File: config.mk
export PLATFORM = sky130hd
export DESIGN_NAME = disp_sync_gen
export DESIGN_NICKNAME = d
export VERILOG_FILES = /design/src/rtl/disp_sync_gen.sv
export SDC_FILE = /design/constraint.sdc
export NUM_CORES = 1
export LEC_CHECK = 0
export CORE_MARGIN = 2
export CORE_UTILIZATION = 30
export DETAILED_ROUTE_END_ITERATION = 10
export MAX_ROUTING_LAYER = met4
export PLACE_DENSITY = 0.58
export SLEW_MARGIN = 20
export SYNTH_ARGS = -nofsm -noshare
export SYNTH_HDL_FRONTEND = slang
export SYNTH_SLANG_ARGS = --single-unit
File: constraint.sdc
create_clock -name ACLK -period 2.6 [get_ports ACLK]
set_input_delay 0.78 -clock ACLK [delete_from_list [all_inputs] [get_ports ACLK]]
set_output_delay 0.78 -clock ACLK [all_outputs]
set_load 0.005 [all_outputs]
File: src/rtl/disp_sync_gen.sv
// rtl/disp_sync_gen.sv - VGA raster timing generator; FRAME_CNT port present only with DISP_SYNC_FRAME_CNT_EN
module disp_sync_gen #(
  parameter int H_ACTIVE = 640,
  parameter int H_FP     = 16,
  parameter int H_SYNC   = 96,
  parameter int H_BP     = 48,
  parameter int V_ACTIVE = 480,
  parameter int V_FP     = 10,
  parameter int V_SYNC   = 2,
  parameter int V_BP     = 33,
  parameter int HS_POL   = 0,
  parameter int VS_POL   = 0,
  parameter int PIX_DIV  = 4,
  localparam int H_TOTAL = H_ACTIVE + H_FP + H_SYNC + H_BP,
  localparam int V_TOTAL = V_ACTIVE + V_FP + V_SYNC + V_BP,
  localparam int HW      = $clog2(H_TOTAL),
  localparam int VW      = $clog2(V_TOTAL)
) (
  input  logic          ACLK,
  input  logic          ARST_N,
  input  logic          DISP_ON,
  output logic          VGA_HS,
  output logic          VGA_VS,
  output logic          VGA_DE,
  output logic [HW-1:0] HCNT,
  output logic [VW-1:0] VCNT,
  output logic          PIX_EN,
  output logic          FRAME_START
`ifdef DISP_SYNC_FRAME_CNT_EN
  ,
  output logic [15:0]   FRAME_CNT
`endif
);

  if (H_ACTIVE < 1 || H_FP < 1 || H_SYNC < 1 || H_BP < 1 ||
      V_ACTIVE < 1 || V_FP < 1 || V_SYNC < 1 || V_BP < 1 || PIX_DIV < 1) begin : g_param_err
    $error("disp_sync_gen: all timing parameters and PIX_DIV must be >= 1");
  end

  localparam int DW = (PIX_DIV > 1) ? $clog2(PIX_DIV) : 1;

  // Boundaries are sized to the counter width; every one is below the total, so none truncates.
  localparam logic [DW-1:0] DIV_LAST = DW'(PIX_DIV - 1);
  localparam logic [HW-1:0] H_LAST   = HW'(H_TOTAL - 1);
  localparam logic [HW-1:0] H_VIS    = HW'(H_ACTIVE);
  localparam logic [HW-1:0] HS_BEG   = HW'(H_ACTIVE + H_FP);
  localparam logic [HW-1:0] HS_END   = HW'(H_ACTIVE + H_FP + H_SYNC);
  localparam logic [VW-1:0] V_LAST   = VW'(V_TOTAL - 1);
  localparam logic [VW-1:0] V_VIS    = VW'(V_ACTIVE);
  localparam logic [VW-1:0] VS_BEG   = VW'(V_ACTIVE + V_FP);
  localparam logic [VW-1:0] VS_END   = VW'(V_ACTIVE + V_FP + V_SYNC);
  localparam logic          HS_ON    = (HS_POL != 0);
  localparam logic          VS_ON    = (VS_POL != 0);

  typedef enum logic {ST_IDLE = 1'b0, ST_RUN = 1'b1} state_t;

  state_t        state_q, state_d;
  logic [DW-1:0] div_q, div_d;
  logic [HW-1:0] hcnt_q, hcnt_d;
  logic [VW-1:0] vcnt_q, vcnt_d;
  logic          hs_q, hs_d;
  logic          vs_q, vs_d;
  logic          de_q, de_d;
  logic          fs_q, fs_d;
  logic          pix_en;
`ifdef DISP_SYNC_FRAME_CNT_EN
  logic [15:0]   fcnt_q, fcnt_d;
`endif

  assign pix_en = (state_q == ST_RUN) && (div_q == DIV_LAST);

  // Next-state: divider, raster counters, and sync/DE decoded from the next counters so they never lag.
  always_comb begin
    state_d = state_q;
    div_d   = div_q;
    hcnt_d  = hcnt_q;
    vcnt_d  = vcnt_q;
    fs_d    = 1'b0;
`ifdef DISP_SYNC_FRAME_CNT_EN
    fcnt_d  = fcnt_q;
`endif
    case (state_q)
      ST_IDLE: begin
        div_d  = '0;
        hcnt_d = '0;
        vcnt_d = '0;
        if (DISP_ON) begin
          state_d = ST_RUN;
          fs_d    = 1'b1;
        end
      end
      ST_RUN: begin
        if (!DISP_ON) begin
          state_d = ST_IDLE;
          div_d   = '0;
          hcnt_d  = '0;
          vcnt_d  = '0;
        end else begin
          div_d = (div_q == DIV_LAST) ? '0 : div_q + DW'(1);
          if (pix_en) begin
            if (hcnt_q == H_LAST) begin
              hcnt_d = '0;
              if (vcnt_q == V_LAST) begin
                vcnt_d = '0;
                fs_d   = 1'b1;
`ifdef DISP_SYNC_FRAME_CNT_EN
                fcnt_d = fcnt_q + 16'd1;
`endif
              end else begin
                vcnt_d = vcnt_q + VW'(1);
              end
            end else begin
              hcnt_d = hcnt_q + HW'(1);
            end
          end
        end
      end
      default: state_d = ST_IDLE;
    endcase
    de_d = (state_d == ST_RUN) && (hcnt_d < H_VIS) && (vcnt_d < V_VIS);
    hs_d = ((state_d == ST_RUN) && (hcnt_d >= HS_BEG) && (hcnt_d < HS_END)) ? HS_ON : ~HS_ON;
    vs_d = ((state_d == ST_RUN) && (vcnt_d >= VS_BEG) && (vcnt_d < VS_END)) ? VS_ON : ~VS_ON;
  end

  // State and output registers; reset drives every output to its idle level immediately.
  always_ff @(posedge ACLK or negedge ARST_N) begin
    if (!ARST_N) begin
      state_q <= ST_IDLE;
      div_q   <= '0;
      hcnt_q  <= '0;
      vcnt_q  <= '0;
      hs_q    <= ~HS_ON;
      vs_q    <= ~VS_ON;
      de_q    <= 1'b0;
      fs_q    <= 1'b0;
`ifdef DISP_SYNC_FRAME_CNT_EN
      fcnt_q  <= '0;
`endif
    end else begin
      state_q <= state_d;
      div_q   <= div_d;
      hcnt_q  <= hcnt_d;
      vcnt_q  <= vcnt_d;
      hs_q    <= hs_d;
      vs_q    <= vs_d;
      de_q    <= de_d;
      fs_q    <= fs_d;
`ifdef DISP_SYNC_FRAME_CNT_EN
      fcnt_q  <= fcnt_d;
`endif
    end
  end

  assign VGA_HS      = hs_q;
  assign VGA_VS      = vs_q;
  assign VGA_DE      = de_q;
  assign HCNT        = hcnt_q;
  assign VCNT        = vcnt_q;
  assign PIX_EN      = pix_en;
  assign FRAME_START = fs_q;
`ifdef DISP_SYNC_FRAME_CNT_EN
  assign FRAME_CNT   = fcnt_q;
`endif

endmodule

=== After elaboration in Yosys (flattened, before gate mapping) ===
Cells that the tools add are included.

* $add $sub $neg: 3
* Equality and inequality tests: 3
* Bitwise operators: 1
* Muxes and demuxes: 20
* Order comparisons: 6
* Reduce and logical (&&, ||, !) cells: 7

{| class="wikitable"
|+ Operators with widths
! kind !! count
|-
| $mux 10 || 7
|-
| $pmux 10 s2 || 2
|-
| $add 10x1->10 const B || 2
|-
| $eq 10x10->1 const B || 2
|-
| $lt 10x10->1 const B || 2
|-
| $lt 10x9->1 const B || 2
|-
| $ge 10x10->1 const B || 1
|-
| $ge 10x9->1 const B || 1
|-
| $logic_and 1x1->1 || 7
|-
| $mux 1 || 7
|-
| $mux 2 || 2
|-
| $pmux 2 s2 || 1
|-
| $add 2x1->2 const B || 1
|-
| $eq 2x2->1 const B || 1
|-
| $pmux 1 s2 || 1
|-
| $not 1->1 || 1
|}

* Register bits after elaboration: 27
* Output and inout bits: 25

=== Logic depth before layout (Yosys ltp) ===
Gate-level depths: netlist of the first run.

* Depth in word-level cells: 10
* Gate-level depth with buffers: 8
* Depth with buffers taken out: 8

=== Worst setup path after synthesis of the first run ===
Ideal clock, no wire load.

* Kind: register -> register
* From: register hcnt_q[6], in the netlist HCNT[6]
* To: register de_q, in the netlist VGA_DE
* Path buffers: 1
* Setup slack: 0.669 ns
* Period minus slack after synthesis: 1.931 ns
* Arrival: 1.795 ns
* Stages on the path, launching flop included: 8
* Library setup time: 0.136 ns
* Cell sequence: dfrtp_1 -> buf_6 -> or3b_4 -> nor4_4 -> nand2_1 -> xor2_1 -> nor4_4 -> nor4b_2

* Longest elaborated chain between the ends: 8

{| class="wikitable"
|+ Ends and longest elaborated chain
! element !! line !! source
|-
| start, declared || 59 || <nowiki>logic [HW-1:0] hcnt_q, hcnt_d;</nowiki>
|-
| start signal, assigned || 142 || <nowiki>hcnt_q <= hcnt_d;</nowiki>
|-
| $add 10x1->10 / $eq 10x10->1 (equally long branches) || 113, 101 ||
|-
| $mux 10 || 101 || <nowiki>if (hcnt_q == H_LAST) begin</nowiki>
|-
| $mux 10 || 100 || <nowiki>if (pix_en) begin</nowiki>
|-
| $mux 10 || 93 || <nowiki>if (!DISP_ON) begin</nowiki>
|-
| $pmux 10 s2 || 82 || <nowiki>case (state_q)</nowiki>
|-
| $lt 10x10->1 || 120 || <nowiki>de_d = (state_d == ST_RUN) && (hcnt_d < H_VIS) && (vcnt_d < V_VIS);</nowiki>
|-
| $logic_and 1x1->1 || 120 ||
|-
| $logic_and 1x1->1 (*) || 120 ||
|-
| via de_d || 63 || <nowiki>logic de_q, de_d;</nowiki>
|-
| end signal, assigned || 134 || <nowiki>de_q <= 1'b0;</nowiki>
|-
| end signal, assigned || 146 || <nowiki>de_q <= de_d;</nowiki>
|-
| end, declared || 63 ||
|}

The timed path passes the listed nets; every way through them passes the cells marked *.

=== Worst setup path in the final report of the first run ===
* From: register div_q[0]
* To: output port PIX_EN

* Longest elaborated chain between the ends: 2

{| class="wikitable"
|+ Ends and longest elaborated chain
! element !! line !! source
|-
| start, declared || 58 || <nowiki>logic [DW-1:0] div_q, div_d;</nowiki>
|-
| start signal, assigned || 141 || <nowiki>div_q <= div_d;</nowiki>
|-
| $eq 2x2->1 || 70 || <nowiki>assign pix_en = (state_q == ST_RUN) && (div_q == DIV_LAST);</nowiki>
|-
| $logic_and 1x1->1 || 70 ||
|-
| end, declared || 27 || <nowiki>output logic PIX_EN,</nowiki>
|}

Every way passes these cells.

==> impl_metrics.csv, run 1 <==
group,metric,value,unit
outcome,outcome,"finished, final reports clean",
clocking,worstSkewPairLatency,0.27,ns
clocking,cts_setup_buffers,0,
synthesis,syn_nets,169,
route,ant_nets,0,
route,dr.pass1.iters,4,
synthesis,synth_seq_cells,27,
global_route,grt_overflow,0,
die,num_io_pins,28,
synthesis,synth.distinct_cells,46,
setup_path,end_kind,"output pin",
placement,routabilityCongestion,0.9006,
synthesis,ys.flop_type,"dfrtp_1",
setup_path,crit_start,"div_q[0]",
setup_path,r2r_end,"VGA_DE",
placement,place_inst,262,
die,dieArea,0.005820,sq mm
setup_path,slowest_delay,0.50,ns
placement,dp_hpwl,2719,microns
route,finalWirelength,3647,microns
min_path,hold_class,"flip-flop to flip-flop",
setup_path,setup.worst_path.start_class,"flip-flop",
final_layout,fin_area,0.001996,sq mm
setup_path,path_class,"flip-flop to output pin",
synthesis,netlist_area,0.001568,sq mm
setup_path,cp_top_family,"buffers and inverters",
timing,timing.hold.ws,0.4516,ns
min_path,min_from,"div_q[0]",
min_path,holdPathEnd,"div_q[0]",
timing,relSlewSlack,70.60,%
timing,setup_tns,0,ns
synthesis,syn_avg_cell_area,9.677,sq um
timing,fin_crit,2.438,ns
final_layout,area_growth,27.29,%
timing,worst_pin_slew,0.4376,ns
placement,place_area,0.001947,sq mm
die,die_w,76.29,microns
global_route,grt_pass1_vias,1257,
route,drc,0,
synthesis,ys_warn_count,0,
timing,rsz0062_at_grt,"false",
final_layout,antenna_cells,0,
setup_path,worst_ep_arrival_time,1.66,ns
global_route,antenna_found_initial,0,
die,die_y,76.29,microns
final_layout,stdcell_count,266,
setup_path,crit_fanout,7,
timing,finClkSkew,0.005200,ns
global_route,grt_max_degree,28,
clocking,hold_buffers,0,
setup_path,rrSetupSlack,0.45,ns
final_layout,drive_above_1_share,12.76,%
power_and_ir_drop,ir_worst_vdd,254.0,uV
power_and_ir_drop,p_leak,0.8362,nW
global_route,grt_pass1_wl,6196,microns
power_and_ir_drop,finalPower,0.7019,mW
synthesis,synthCells,162,
global_route,grt_use_total,13.20,%
placement,io_buffer_count,27,
clocking,cts_buffers,3,
route,vias,1327,
timing,hold_viol,0,
run,drv_cap,0,
setup_path,critPathSlowestCell,"clkdlybuf4s50_1",
synthesis,synth_edf_count,0,
die,row_count,26,
clocking,htree_levels,1,
setup_path,crit_chain,"ha_2 -> nand2_1 -> inv_1 -> clkdlybuf4s50_1",
route,avgViaCountPerCell,4.989,
clocking,root_buffer,"clkbuf_8",
clocking,postCtsResizedCells,0,
synthesis,async_reset_ff_share,100.0,%
power_and_ir_drop,power.density,351.7,mW/mm^2
clocking,cts_sinks,27,
route,drt_iter0_drc,81,
die,start_util,30.89,%
setup_path,r2r-start,"HCNT[0]",
clocking,clk_pin_slew,0.10,ns
setup_path,required,1.82,ns
route,wl_per_cell,13.71,microns
synthesis,yosysSeqAreaShare,43.26,%
timing,fmax,410.2,MHz
final_layout,num-nets-final,204,
clocking,clock_path_buffers,2,
min_path,whs_path_depth,1,
timing,setup_violations,0,
timing,drv_slew,0,
setup_path,critPathBufInv,2,
timing,period_share,93.76,%
die,core_area,0.005075,sq mm
setup_path,r2r_cells,7,
clocking,cts_tree,"done",
-- worst register-to-register path, stage by stage (launching register included) --
cell and delay (ns):
dfrtp_1 0.45, ha_1 0.24, and4b_1 0.25, and4_1 0.36, nand3_1 0.13, xor2_1 0.19
nor4_4 0.33, nor4b_2 0.09
-- worst max path at each step --
stage	endpoint	cells past startpoint
CTS	PIX_EN	4
finish	PIX_EN	4
floorplan	VGA_DE	7
detailed placement	VGA_VS	7
global route	PIX_EN	4
global placement	VGA_DE	7
-- placed cells by master (no fill, tap or decap), types with 3 or more instances in the layout --
cell type        netlist  routed
xor2_1                 9       9
nor4_4                 3       3
a211oi_1               3       3
a21oi_1                6       6
nand3_1                6       6
clkbuf_8               0       3
ha_1                   4       3
o21ai_0                6       6
nor3b_1                3       3
buf_4                  1       8
dfrtp_1               25      25
nor3_1                 4       4
nand4_1                8       8
clkdlybuf4s50_1        0      27
and2_1                 3       3
inv_1                  5       5
nand2_1               16      16
nor2_1                20      20
and3_1                 4       4
-- synthesized netlist by cell type, types with 2 or more instances --
cell type,n,area [sq um]
dfstp_2,2,52.55
a21boi_0,2,15.01
nor4_1,2,12.51
and2_1,3,18.77
buf_6,2,22.52
nand2_1,16,60.06
nor3_1,4,20.02
nand4_1,8,50.05
and3_1,4,25.02
nor4_4,3,63.81
or2_2,2,12.51
xnor2_1,2,17.52
nor2_1,20,75.07
nor3b_1,3,22.52
and4_1,2,17.52
dfrtp_1,25,625.6
a211oi_1,3,22.52
a21oi_1,6,30.03
ha_1,4,50.05
o21ai_0,6,30.03
xor2_1,9,78.83
nand3_1,6,30.03
inv_1,5,18.77
-- power breakdown --
part / leakage [nW] / switching (mW) / internal [mW]
sequential: 0.364 / 0.00273 / 0.424
clock: 0.0255 / 0.137 / 0.107
combinational: 0.447 / 0.0186 / 0.0126
-- layer usage --
layer  global-route usage (%)  share of wire (%)  wire length [microns]  up-vias
met5                        -                  0                      0        -
met4                    1.636               0.80                     29        0
met3                    3.081                5.1                    186        5
met2                    21.24                 47                   1718       36
met1                    17.54                 47                   1713      636
li1                         -                  -                      -      650
-- flip-flops by register name, indices dropped and copies added (netlist names) --
signal	count
FRAME_START	1
VGA_DE	1
VGA_HS	1
state_q	1
div_q	2
VGA_VS	1
HCNT	10
VCNT	10
-- layout make-up --
cell class                      count  area, sq um
Fill cell                         534         3079
Multi-Input combinational cell    125        834.6
Sequential cell                    27        678.2
Timing Repair Buffer               35        330.3
Tap cell                           70        87.58
Clock buffer                        3        41.29
Inverter                            5        18.77
Clock inverter                      1        5.005
-- logic make-up (layout without fill, tap and decap cells) --
family	after synthesis	count (layout)	share of synthesized area, %
compound gates	25	25	10.46
xor+xnor	11	11	6.146
fa+ha+maj	4	4	3.192
buf+inv	10	44	3.671
flops	27	27	43.26
mux	1	1	0.6385
simple gates	84	84	32.64
-- metrics by stage --
step	setup WS [ns]	util (%)
after CTS	0.05704	39.28
after detailed placement	0.1057	38.36
after global routing	0.06203	39.32
final	0.1622	39.32
after global placement	0.1458	38.36
after floorplan	0.6689	-
(Power assumes the default switching activity.)
==> run 2: changes to the inputs <==
- ABC_CLOCK_PERIOD_IN_PS: unset -> 2600
- CAP_MARGIN: unset -> 15
==> results of run 2 <==
Same layout as run 1: the final DEF is identical, and so are final timing and power.
==> run 3: changes to the inputs <==
- GPL_TIMING_DRIVEN: unset -> 0
- PLACE_DENSITY: 0.58 -> 0.53
==> impl_metrics.csv, run 3 (same netlist as run 1, synthesis figures left out) <==
group,metric,value,unit
setup_path,setup.worst_path.start_class,"flip-flop",
setup_path,crit_start,"div_q[0]",
global_route,grt_use_total,14.07,%
route,wl_per_cell,14.00,microns
route,ant_nets,0,
setup_path,r2r_end,"VGA_VS",
clocking,cts_sinks,27,
placement,preCtsSetupSlack,-0.06414,ns
route,drc,0,
timing,period_share,94.43,%
setup_path,r2r_cells,7,
setup_path,critPathBufInv,2,
setup_path,crit_fanout,7,
power_and_ir_drop,p_leak,0.8345,nW
die,die_w,76.29,microns
timing,relSlewSlack,49.46,%
global_route,grt_max_degree,28,
final_layout,drive_above_1_share,13.27,%
setup_path,rrSetupSlack,0.40,ns
timing,layout_setup_ws,0.1447,ns
final_layout,multiInputGateArea,844.6,sq um
final_layout,utilization,39.45,%
die,num_io_pins,28,
clocking,root_buffer,"clkbuf_8",
setup_path,path_class,"flip-flop to output pin",
route,vias,1366,
global_route,grt_overflow,0,
timing,fin_crit,2.455,ns
timing,setup_violations,0,
timing,finClkSkew,0.008561,ns
global_route,grt_pass1_wl,6575,microns
clocking,clock_path_buffers,2,
final_layout,final_common_cell,"clkdlybuf4s50_1",
outcome,outcome,"finished, final reports clean",
die,row_count,26,
placement,dp_hpwl,2759,microns
setup_path,cp_top_family,"buffers and inverters",
clocking,cts_tree,"done",
die,die_y,76.29,microns
route,avgViaCountPerCell,5.135,
final_layout,layout_common_cells,"clkdlybuf4s50_1, dfrtp_1, nor2_1, nand2_1, xor2_1",
die,start_util,30.89,%
power_and_ir_drop,ir_worst_vdd,146.4,uV
clocking,worstSkewPairLatency,0.27,ns
setup_path,end_kind,"output pin",
clocking,clk_pin_slew,0.10,ns
final_layout,area_growth,27.69,%
route,dr.pass1.iters,4,
setup_path,crit_chain,"ha_4 -> nand2_1 -> inv_2 -> clkdlybuf4s50_1",
route,drt_iter0_drc,107,
placement,place_area,0.001921,sq mm
placement,routabilityCongestion,0.9028,
final_layout,antenna_cells,0,
clocking,cts_buffers,3,
final_layout,num-nets-final,204,
power_and_ir_drop,power.density,347.5,mW/mm^2
timing,hold_viol,0,
die,dieArea,0.005820,sq mm
setup_path,required,1.82,ns
die,core_area,0.005075,sq mm
global_route,grt_pass1_vias,1397,
placement,io_buffer_count,27,
clocking,htree_levels,1,
route,finalWirelength,3725,microns
setup_path,r2r-start,"HCNT[0]",
min_path,hold_class,"input port to asynchronous set/reset pin",
timing,worst_pin_slew,0.7519,ns
timing,rsz0062_at_grt,"false",
setup_path,slowest_delay,0.51,ns
setup_path,worst_ep_arrival_time,1.68,ns
timing,drv_slew,0,
timing,fmax,407.3,MHz
final_layout,fin_area,0.002002,sq mm
setup_path,critPathSlowestCell,"clkdlybuf4s50_1",
global_route,antenna_found_initial,0,
final_layout,nFillCells,536,
final_layout,seq_area,678.2,sq um
run,drv_cap,0,
run 3: cell count changes in the layout (fill, tap and decap cells not counted):
cell	previous run	this run
buf_2	0	2
buf_4	8	4
buf_6	0	2
clkbuf_1	0	1
clkdlybuf4s50_1	27	26
ha_2	1	0
ha_4	0	1
inv_1	5	4
inv_2	0	1
run 3: area by class of cell:
cell class              instances  share of cell area, %
clock buffers                   3                  2.063
clock inverters                 1                 0.2500
plain buffers                   5                  1.938
well taps                      70                  4.375
inverters                       5                 0.9375
multi-input cells             125                  42.19
flip-flops and latches         27                  33.87
repair buffers                 30                  14.37
run 3: how the worst max path moves through the flow:
| stage | endpoint | slack (ns) | cells past startpoint |
|---|---|---|---|
| finish | PIX_EN | 0.14 | 4 |
| global route | PIX_EN | 0.04 | 4 |
| CTS | PIX_EN | 0.04 | 4 |
| detailed placement | VGA_VS | -0.06 | 7 |
| global placement | VGA_VS | -0.07 | 7 |
| floorplan | VGA_DE | 0.67 | 7 |
run 3: worst reg2reg max path: stages, from the launching register on:
cell	delay [ns]
dfrtp_1	0.45
ha_1	0.25
and4b_1	0.27
and4_1	0.35
nand3_1	0.14
xor2_1	0.19
nor4_4	0.33
nand4bb_1	0.15
run 3: timing repair:
action,CTS,global route
gates cloned,0,0
resized for setup,2,1
hold buffers,0,0
endpoints found under the setup margin,1,1
endpoints found under the hold margin,0,0
buffers inserted,0,3
run 3: metal layers:
metal | wire length, microns | vias up | GRT usage [%]
li1 | - | 653 | -
met1 | 1738 | 664 | 18.41
met2 | 1737 | 41 | 21.95
met3 | 199 | 8 | 2.844
met5 | 0 | - | -
met4 | 50 | 0 | 4.545
run 3: power breakdown:
| part | internal (mW) | switching [mW] | total [mW] |
|---|---|---|---|
| Sequential | 0.424 | 0.00309 | 0.427 |
| Clock | 0.107 | 0.134 | 0.242 |
| Combinational | 0.00881 | 0.0183 | 0.0271 |
| Total | 0.540 | 0.156 | 0.696 |
run 3: through the flow:
step / total power [mW] / hold WS, ns / std cells / TNS, ns
3_3_place_gp: 0.4619 / 0.4306 / 259 / -0.08537
6_report: 0.6957 / 0.4994 / 266 / 0
3_5_place_dp: 0.4618 / 0.4521 / 259 / -0.09603
5_1_grt: 0.7359 / 0.5423 / 266 / 0
2_1_floorplan: 0.4425 / 0.4192 / 162 / 0
4_1_cts: 0.7076 / 0.4793 / 263 / 0
